===== src/rtl/instr_loader_pkg.sv =====
// Shared types and helpers for the streaming instruction-memory loader.
// Also used by the assembler-side helpers that compute the trailer word.
package instr_loader_pkg;

    localparam int D_DEF = 12;
    localparam int W_DEF = 9;

    typedef enum logic [2:0] {
        IDLE  = 3'd0,
        LOAD  = 3'd1,
        CHECK = 3'd2,
        DONE  = 3'd3,
        ERR   = 3'd4
    } state_t;

    // One step of the running XOR checksum over program words.
    function automatic logic [W_DEF-1:0] csum_step(input logic [W_DEF-1:0] acc,
                                                   input logic [W_DEF-1:0] word);
        return acc ^ word;
    endfunction

endpackage


===== src/rtl/instr_loader.sv =====
// Purpose: streams len words into instruction memory at 0.., checks an XOR trailer, releases cpu_hold.
// Latency: start->in_ready 1 cycle; transfer->wr_en 1 cycle; trailer->done/err 1 cycle.
// Backpressure: in_ready high only in LOAD/CHECK; no buffering, unaccepted words are ignored.
module instr_loader
    import instr_loader_pkg::*;
#(
    parameter int D = D_DEF,
    parameter int W = W_DEF
) (
    input  logic         clk,
    input  logic         reset,
    input  logic         start,
    input  logic [D:0]   load_len,
    input  logic         in_valid,
    input  logic [W-1:0] in_data,
    output logic         in_ready,
    output logic         wr_en,
    output logic [D-1:0] wr_addr,
    output logic [W-1:0] wr_data,
    output logic         busy,
    output logic         done,
    output logic         err,
    output logic         cpu_hold
);

    localparam logic [D:0] MAX_LEN = {1'b1, {D{1'b0}}};
    localparam logic [D:0] ONE     = (D+1)'(1);

    state_t       state;
    logic [D:0]   len;
    logic [D:0]   cnt;
    logic [W-1:0] csum;
    logic         xfer;

    // Status flags depend on the state register alone, never on inputs.
    assign in_ready = (state == LOAD) || (state == CHECK);
    assign busy     = (state == LOAD) || (state == CHECK);
    assign done     = (state == DONE);
    assign err      = (state == ERR);
    assign cpu_hold = (state != DONE);

    assign xfer = in_valid && in_ready;

    always_ff @(posedge clk or posedge reset) begin
        if (reset) begin
            state   <= IDLE;
            len     <= '0;
            cnt     <= '0;
            csum    <= '0;
            wr_en   <= 1'b0;
            wr_addr <= '0;
            wr_data <= '0;
        end else begin
            wr_en <= 1'b0;
            case (state)
                IDLE, DONE, ERR: begin
                    if (start) begin
                        len  <= load_len;
                        cnt  <= '0;
                        csum <= '0;
                        if (load_len == '0)
                            state <= DONE;
                        else if (load_len > MAX_LEN)
                            state <= ERR;
                        else
                            state <= LOAD;
                    end
                end
                LOAD: begin
                    if (xfer) begin
                        wr_en   <= 1'b1;
                        wr_addr <= cnt[D-1:0];
                        wr_data <= in_data;
                        csum    <= csum_step(csum, in_data);
                        cnt     <= cnt + ONE;
                        if (cnt == len - ONE)
                            state <= CHECK;
                    end
                end
                CHECK: begin
                    // The trailer is compared only, never written to memory.
                    if (xfer)
                        state <= (in_data == csum) ? DONE : ERR;
                end
                default: state <= IDLE;
            endcase
        end
    end

endmodule


===== config.mk =====
export PLATFORM = sky130hd
export DESIGN_NAME = instr_loader
export DESIGN_NICKNAME = d
export VERILOG_FILES = /design/src/rtl/instr_loader_pkg.sv /design/src/rtl/instr_loader.sv
export SDC_FILE = /design/constraint.sdc
export NUM_CORES = 1
export LEC_CHECK = 0
export ABC_AREA = 1
export BUFFER_PORTS_ARGS = -buffer_cell sky130_fd_sc_hd__buf_2
export CORE_MARGIN = 4
export CORE_UTILIZATION = 45
export DETAILED_ROUTE_END_ITERATION = 7
export PLACE_DENSITY = 0.66
export SLEW_MARGIN = 10
export SYNTH_ARGS = -nofsm -noshare
export SYNTH_HDL_FRONTEND = slang
export SYNTH_SLANG_ARGS = --single-unit

===== constraint.sdc =====
create_clock -name clk -period 2.2 [get_ports clk]
set_input_delay 0.11 -clock clk [delete_from_list [all_inputs] [get_ports clk]]
set_output_delay 0.11 -clock clk [all_outputs]
set_load 0.005 [all_outputs]

==> out/summary.json, run 1 <==
{
  "seq_area": {"value": 0.00150, "unit": "sq mm"},
  "max_slew.worst_pin.slew": {"value": 0.584, "unit": "ns"},
  "synth.cells.most_frequent": {"value": "146 x nand2_1, 60 x dfrtp_1, 42 x inv_1"},
  "cp_data_required_time": {"value": 2.43, "unit": "ns"},
  "hp-start": {"value": "load_len[10]"},
  "core_area": {"value": 0.00687, "unit": "sq mm"},
  "slew_violations": {"value": 0},
  "tritoncts_clock_tree": {"value": "done"},
  "worstPathCellList": {"value": "inv_1, ha_1, nand2_1, nor2_1, nand3b_1, nand2_1, nand2_1, nor2_1, nand3_1, nand2_1, nand2_1, nand2_1, nand2_1"},
  "crit_path_end_kind": {"value": "flip-flop"},
  "drt_first_iter_violations": {"value": 204},
  "p_int": {"value": 2.74, "unit": "mW"},
  "net-switching-power": {"value": 1.83, "unit": "mW"},
  "highest_fanout_seen_on_the_critical_path": {"value": 6},
  "antenna_violations_before_repair": {"value": 0},
  "timing.final.crit_share": {"value": 88.9, "unit": "%"},
  "placementRows": {"value": 30},
  "cap_viol_max_count": {"value": 0},
  "area_growth_syn_to_fin": {"value": 25.0, "unit": "%"},
  "number_of_buffers_added_by_the_clock_tree_synthesis_step": {"value": 9},
  "crit-reg2reg-launch": {"value": "len[0]"},
  "n_fill_cell": {"value": 679},
  "syn-num-nets": {"value": 449},
  "routed.top_layer": {"value": "met4"},
  "via_to_cell_ratio": {"value": 4.92},
  "netlist_instances": {"value": 421},
  "worst_setup_path_start_kind": {"value": "flip-flop"},
  "cp_slowest_stage_delay": {"value": 0.38, "unit": "ns"},
  "io_pins": {"value": 53},
  "detailroute.wirelength.met3": {"value": 356, "unit": "microns"},
  "avgRoutedWirePerCell": {"value": 12.8, "unit": "microns"},
  "via_count": {"value": 2947},
  "dieWidth": {"value": 92.7, "unit": "microns"},
  "die_boundary_height": {"value": 92.7, "unit": "microns"},
  "final_hold_viol_count": {"value": 0},
  "timing.rr.end": {"value": "state[2]"},
  "max_freq": {"value": 511, "unit": "MHz"},
  "post_route_cells_drive_above_1_share": {"value": 18.5, "unit": "%"},
  "start_util": {"value": 47.0, "unit": "%"},
  "p_clk_share": {"value": 24.4, "unit": "%"},
  "drt_pass1_iterations": {"value": 4},
  "clk_root_buffer_cell": {"value": "clkbuf_8"},
  "drt_wl_total": {"value": 7.68, "unit": "mm"},
  "flip_flop_and_latch_count_after_synthesis": {"value": 60},
  "synth.most_common_cell": {"value": "nand2_1"},
  "slew_headroom": {"value": 61.0, "unit": "%"},
  "route.antenna.remaining_nets": {"value": 0},
  "critical_path.most_common_cell": {"value": "nand2_1"},
  "syn_area": {"value": 0.00323, "unit": "sq mm"},
  "overflow_left_after_global_routing": {"value": 0},
  "post_synth_num_cell_types": {"value": 33},
  "run_status": {"value": "complete, no violations"},
  "finalSetupViolations": {"value": 0},
  "floorplan.die_area": {"value": 0.00860, "unit": "sq mm"},
  "r2r_cells": {"value": 13},
  "worstHoldPathType": {"value": "in -> reg"},
  "antenna_cells_inserted": {"value": 0},
  "pin_count_of_the_biggest_net_entering_global_routing": {"value": 36},
  "wire_length_of_the_first_global_routing_pass": {"value": 13.1, "unit": "mm"},
  "layout.core_utilization": {"value": 58.8, "unit": "%"},
  "async_reset_ff_share": {"value": 100, "unit": "%"},
  "rsz0062_at_grt": {"value": "false"},
  "synth.largest_area_cell": {"value": "dfrtp_1"},
  "syn-mean-instance-area": {"value": 7.67, "unit": "sq um"},
  "p_comb_share": {"value": 39.8, "unit": "%"},
  "buffer_ports.inserted": {"value": 52},
  "reg_power_share": {"value": 35.8, "unit": "%"},
  "post_synth_top_flop": {"value": "dfrtp_1"},
  "clock_insertion_delay_worst_skew": {"value": 0.34, "unit": "ns"},
  "clk_path_buf_depth": {"value": 2},
  "met2RoutedLength": {"value": 3.48, "unit": "mm"},
  "setup-tns-final": {"value": 0, "unit": "ns"},
  "path_delay_family": {"value": "simple AND/OR/NAND/NOR gates"},
  "number_of_h_tree_levels": {"value": 3},
  "drc_errors": {"value": 0},
  "worstPathArrival": {"value": 2.19, "unit": "ns"},
  "timing.hold.worst_endpoint": {"value": "len[10]"},
  "cts_sinks": {"value": 60},
  "vias_in_the_first_global_route": {"value": 2872},
  "synth_enable_flop_cells": {"value": 0},
  "power_switching_share": {"value": 40.0, "unit": "%"},
  "p_leak": {"value": 2.07, "unit": "nW"},
  "critical-path-slowest-cell": {"value": "dfrtp_1"},
  "footprint_of_the_multi_input_gates": {"value": 0.00150, "unit": "sq mm"},
  "fin_worst_skew": {"value": 0.00553, "unit": "ns"},
  "total_number_of_nets_in_the_final_design": {"value": 526},
  "power_density": {"value": 1130, "unit": "mW/mm^2"},
  "timing.final.crit_period": {"value": 1.96, "unit": "ns"},
  "dp_hpwl": {"value": 5.51, "unit": "mm"},
  "synth_sequential_area_ratio": {"value": 46.5, "unit": "%"},
  "yosysWarningCount": {"value": 0},
  "cts.reportedPaths.clkPinSlew": {"value": 0.07, "unit": "ns"},
  "synth_top_area_share": {"value": 46.5, "unit": "%"},
  "gp_congestion": {"value": 0.847},
  "hold_depth": {"value": 3},
  "met1_length": {"value": 3.69, "unit": "mm"},
  "crit_buf_inv": {"value": 1},
  "gr-usage-all-layers": {"value": 19.1, "unit": "%"},
  "ir_worst_vdd": {"value": 633, "unit": "uV"},
  "ys_top_cells_by_area": {"value": "dfrtp_1 46%, nand2_1 17%, inv_1 4.9%, o21ai_0 4.6%, nor2_1 4.5%"},
  "critical_path_class": {"value": "reg -> reg"},
  "r2r_setup_slack": {"value": 0.24, "unit": "ns"}
}
per-stage QoR:
stage	setup WS (ns)	hold WS [ns]	total power, mW	area, sq um	cells
CTS	0.210	0.00111	4.60	4040	599
floorplan	0.518	0.227	2.94	3230	421
finish	0.245	0.00754	4.57	4040	599
global placement	0.319	0.199	3.38	3610	563
global route	0.00193	0.00845	4.97	4040	599
detailed placement	0.210	0.212	3.44	3610	563
placed cells by master (no fill, tap or decap), types with 6 or more instances in the layout:
| cell | Yosys | routed |
|---|---|---|
| inv_1 | 42 | 41 |
| xor2_1 | 13 | 13 |
| nor3_1 | 9 | 9 |
| nand3_1 | 21 | 21 |
| buf_2 | 5 | 52 |
| dfrtp_1 | 60 | 60 |
| xnor2_1 | 6 | 6 |
| a22o_2 | 6 | 6 |
| clkbuf_8 | 0 | 9 |
| dlygate4sd3_1 | 0 | 20 |
| nor2_1 | 39 | 38 |
| o21ai_0 | 30 | 30 |
| nand2_1 | 146 | 146 |
cell type report:
cell class	instances	area share, %
Timing Repair Buffer	77	13.0
Clock buffer	9	3.07
Multi-Input combinational cell	304	37.0
Inverter	46	4.34
Clock inverter	7	2.45
Tap cell	96	2.97
Sequential cell	60	37.2
worst max-delay path by stage:
stage,start,to,slack (ns),depth (start not counted)
final,len[0],state[2],0.24,13
after global routing,len[0],state[2],0.002,12
after CTS,len[0],state[2],0.21,12
after detailed placement,len[0],state[2],0.21,12
after global placement,state[2],cnt[7],0.32,11
after floorplan,len[0],state[0],0.52,12
power groups by stage:
| stage | combinational, mW | sequential (mW) | clock (mW) |
|---|---|---|---|
| 6_report | 1.82 | 1.64 | 1.11 |
| 5_1_grt | 2.10 | 1.68 | 1.19 |
| 4_1_cts | 1.83 | 1.64 | 1.14 |
| 3_5_place_dp | 1.79 | 1.65 | 0 |
| 3_3_place_gp | 1.74 | 1.64 | 0 |
| 2_1_floorplan | 1.32 | 1.62 | 0 |
flip-flops by register name, summed over array words and instances, names as in the netlist:
name and flops:
cnt 13, wr_addr 12, csum 9, len 13, wr_en 1, state 3, wr_data 9
kinds of logic (layout without fill, tap and decap cells):
group | Yosys count | after routing | share of synthesized area [%]
xor+xnor | 20 | 20 | 5.85
compound gates | 50 | 50 | 9.76
simple gates | 232 | 232 | 29.8
buf+inv | 57 | 139 | 7.28
flops | 60 | 60 | 46.5
fa+ha+maj | 2 | 2 | 0.775
worst min-delay path: stages:
cell and delay, ns:
buf_2 0.09, nand2_1 0.04, o21ai_0 0.06
metal layers:
metal / global-route usage (%) / vias up
li1: - / 1496
met1: 25.9 / 1368
met2: 30.0 / 69
met3: 3.57 / 14
met4: 7.94 / 0
met5: 0 / -
repair_timing:
item	CTS	global route
endpoints found under the setup margin	0	2
endpoints found under the hold margin	44	0
setup buffers	0	0
hold buffers	20	0
gates resized for setup	0	1
Note: power is estimated with default switching activity, not from simulation.
==> inputs of run 2 (changes only) <==
==> constraint.sdc (replaced) <==
create_clock -name clk -period 2.5 [get_ports clk]
set_input_delay 0.125 -clock clk [delete_from_list [all_inputs] [get_ports clk]]
set_output_delay 0.125 -clock clk [all_outputs]
set_load 0.005 [all_outputs]
==> run 2 against run 1 <==
  * The flow now finishes with violations (hold timing)
  * Maximum frequency shrank 3.0%
  * Via count shrank 3.6%
  * Routed wire length shrank 3.5%
  * Setup slack gained 0.24 ns
  * Global-route usage shrank 0.40 points
  * Critical path type unchanged
  * Critical endpoint is now state[0]
==> out/summary.json, run 2 (same netlist as run 1, synthesis figures left out) <==
{
  "tritoncts_clock_tree": {"value": "done"},
  "net-switching-power": {"value": 1.59, "unit": "mW", "change": "-13%"},
  "final_hold_viol_count": {"value": 26, "change": "+26"},
  "route.antenna.remaining_nets": {"value": 0, "change": "unchanged"},
  "cp_data_required_time": {"value": 2.75, "unit": "ns", "change": "+0.32 ns"},
  "finalSetupViolations": {"value": 0, "change": "unchanged"},
  "core_area": {"value": 0.00687, "unit": "sq mm", "change": "unchanged"},
  "number_of_buffers_added_by_the_clock_tree_synthesis_step": {"value": 9, "change": "unchanged"},
  "fin_worst_skew": {"value": 0.00482, "unit": "ns", "change": "-0.000714 ns"},
  "failed_checks": {"value": "hold timing"},
  "max_slew.worst_pin.slew": {"value": 0.769, "unit": "ns", "change": "+0.185 ns"},
  "run_status": {"value": "finished, violations left"},
  "cp_slowest_stage_delay": {"value": 0.38, "unit": "ns", "change": "about the same"},
  "slew_violations": {"value": 0, "change": "unchanged"},
  "drt_first_iter_violations": {"value": 145, "change": "-29%"},
  "worstPathCellList": {"value": "inv_1, ha_1, nand2_1, nor2_1, xor2_1, o21ai_0, nor2_1, nand3_1, nand2_1, nand2_1, nand2_1, nand2_1"},
  "cts_sinks": {"value": 60, "change": "unchanged"},
  "p_clk_share": {"value": 24.9, "unit": "%", "change": "+0.5 points"},
  "clk_path_buf_depth": {"value": 2, "change": "unchanged"},
  "highest_fanout_seen_on_the_critical_path": {"value": 6, "change": "unchanged"},
  "setup-tns-final": {"value": 0, "unit": "ns", "change": "unchanged"},
  "p_leak": {"value": 2.01, "unit": "nW", "change": "-3.1%"},
  "gp_congestion": {"value": 0.807, "change": "-4.7%"},
  "antenna_violations_before_repair": {"value": 0, "change": "unchanged"},
  "ctsResizeCount": {"value": 0, "change": "unchanged"},
  "drt_wl_total": {"value": 7.41, "unit": "mm", "change": "-3.5%"},
  "via_to_cell_ratio": {"value": 4.85, "change": "-1.5%"},
  "placementRows": {"value": 30, "change": "unchanged"},
  "area_growth_syn_to_fin": {"value": 20.1, "unit": "%"},
  "pin_count_of_the_biggest_net_entering_global_routing": {"value": 61, "change": "+69%"},
  "gr-usage-all-layers": {"value": 18.7, "unit": "%", "change": "-0.40 points"},
  "cap_viol_max_count": {"value": 0, "change": "unchanged"},
  "floorplan.die_area": {"value": 0.00860, "unit": "sq mm", "change": "unchanged"},
  "via_count": {"value": 2841, "change": "-3.6%"},
  "worst_setup_path_start_kind": {"value": "flip-flop"},
  "biggestRegsByFlops": {"value": "cnt: 13 flops, len: 13 flops, wr_addr: 12 flops"},
  "overflow_left_after_global_routing": {"value": 0, "change": "unchanged"},
  "mostFrequentLayoutCells": {"value": "146 x nand2_1, 60 x dfrtp_1, 52 x buf_2, 41 x inv_1, 39 x nor2_1"},
  "r2r_setup_slack": {"value": 0.48, "unit": "ns", "change": "+0.24 ns"},
  "worstPathArrival": {"value": 2.26, "unit": "ns", "change": "+0.07 ns"},
  "crit_path_end_kind": {"value": "flip-flop"},
  "whs": {"value": -0.0440, "unit": "ns", "change": "-0.0515 ns"},
  "io_pins": {"value": 53, "change": "unchanged"},
  "critical_path_class": {"value": "reg -> reg"},
  "dp_hpwl": {"value": 5.43, "unit": "mm", "change": "-1.4%"},
  "clock_insertion_delay_worst_skew": {"value": 0.35, "unit": "ns", "change": "about the same"},
  "p_comb_share": {"value": 38.9, "unit": "%", "change": "-0.9 points"},
  "antenna_cells_inserted": {"value": 0, "change": "unchanged"},
  "reg_power_share": {"value": 36.2, "unit": "%", "change": "+0.4 points"},
  "power_density": {"value": 1020, "unit": "mW/mm^2", "change": "-9.6%"},
  "number_of_h_tree_levels": {"value": 3, "change": "unchanged"},
  "post_route_cells_drive_above_1_share": {"value": 18.8, "unit": "%", "change": "+0.29 points"},
  "vias_in_the_first_global_route": {"value": 2760, "change": "-3.9%"},
  "drc_errors": {"value": 0, "change": "unchanged"},
  "timing.final.crit_period": {"value": 2.02, "unit": "ns", "change": "+0.0607 ns"},
  "p_int": {"value": 2.38, "unit": "mW", "change": "-13%"},
  "wire_length_of_the_first_global_routing_pass": {"value": 12.5, "unit": "mm", "change": "-4.1%"},
  "total_number_of_nets_in_the_final_design": {"value": 513, "change": "-2.5%"},
  "timing.final.crit_share": {"value": 80.6, "unit": "%", "change": "-8.2 points"},
  "drt_pass1_iterations": {"value": 4, "change": "unchanged"},
  "max_freq": {"value": 496, "unit": "MHz", "change": "-3.0%"},
  "dieWidth": {"value": 92.7, "unit": "microns", "change": "unchanged"},
  "cell_area_placed": {"value": 0.00359, "unit": "sq mm", "change": "-0.69%"},
  "power_switching_share": {"value": 40.0, "unit": "%", "change": "-0.069 points"},
  "mostFrequentLayoutCell": {"value": "nand2_1"},
  "cts_setup_buffers": {"value": 0, "change": "unchanged"},
  "slew_headroom": {"value": 48.7, "unit": "%", "change": "-12 points"},
  "critical_path.most_common_cell": {"value": "nand2_1"},
  "critical-path-slowest-cell": {"value": "dfrtp_1"},
  "start_util": {"value": 47.0, "unit": "%", "change": "unchanged"},
  "buffer_ports.inserted": {"value": 52, "change": "unchanged"},
  "layout.cells.non_filler": {"value": 586, "change": "-2.2%"},
  "final_area": {"value": 0.00388, "unit": "sq mm", "change": "-3.9%"},
  "rsz0062_at_grt": {"value": "false"},
  "avgRoutedWirePerCell": {"value": 12.7, "unit": "microns", "change": "-1.3%"},
  "die_boundary_height": {"value": 92.7, "unit": "microns", "change": "unchanged"},
  "ir_worst_vdd": {"value": 634, "unit": "uV", "change": "+0.16%"},
  "placed_cells": {"value": 563, "change": "unchanged"},
  "worstHoldPathType": {"value": "in -> async"},
  "cts.reportedPaths.clkPinSlew": {"value": 0.07, "unit": "ns", "change": "about the same"},
  "clk_root_buffer_cell": {"value": "clkbuf_8"}
}
run 2: cell types whose count changed in the layout (fill, tap and decap cells not counted):
cell and delta:
buf_12 -2, buf_4 +2, dlygate4sd3_1 -13, nor2_2 -1, nor2_1 +1
run 2: area by class of cell:
type / instances / area [sq um]
clock inverters: 7 / 98.8
fillers: 665 / 2990
repair buffers: 64 / 368
inverters: 46 / 175
well taps: 96 / 120
clock buffers: 9 / 124
flip-flops and latches: 60 / 1500
multi-input cells: 304 / 1490
run 2: path summary, 6_finish.rpt:
check | start | to | cells after the start
setup / recovery | len[0] | state[0] | 12
hold / removal | reset | csum[3] | 3
setup reg to reg | len[0] | state[0] | 12
hold reg to reg | wr_data[2] | wr_data[2] | 2
max in group asynchronous | reset | csum[7] | 3
min in group clk | load_len[6] | len[6] | 3
run 2: what timing repair did:
action,in CTS,in global routing
setup endpoints to repair,0,0
hold buffers,6,1
hold endpoints to repair,6,1
run 2: worst max-delay path, delay by kind of cell, from the launching register on:
family / cells / cell delay (ns)
XOR/XNOR: 1 / 0.17
AO/OA/AOI/OAI: 1 / 0.09
AND/OR/NAND/NOR: 8 / 0.91
flip-flops: 1 / 0.38
buffers and inverters: 1 / 0.14
adder cells (fa/ha/maj): 1 / 0.22
run 2: metrics by stage:
step,power (mW),worst slack [ns],utilization [%]
finish,3.97,0.484,56.5
global route,4.33,0.216,56.5
CTS,4.01,0.452,56.3
detailed placement,3.01,0.478,52.2
global placement,2.96,0.524,52.2
floorplan,2.59,0.818,-
run 2: power by group through the flow:
stage / Clock (mW) / Combinational, mW / Sequential (mW)
final: 0.989 / 1.54 / 1.44
after floorplan: 0 / 1.16 / 1.43
after global placement: 0 / 1.51 / 1.45
after CTS: 1.00 / 1.56 / 1.44
after global routing: 1.06 / 1.79 / 1.48
after detailed placement: 0 / 1.55 / 1.46
run 2: layer usage:
metal,track usage (%),vias up,part of all wire [%]
li1,-,1462,-
met1,24.3,1311,46
met2,29.5,58,46
met3,5.61,10,5.9
met4,6.84,0,1.3
met5,0,-,0
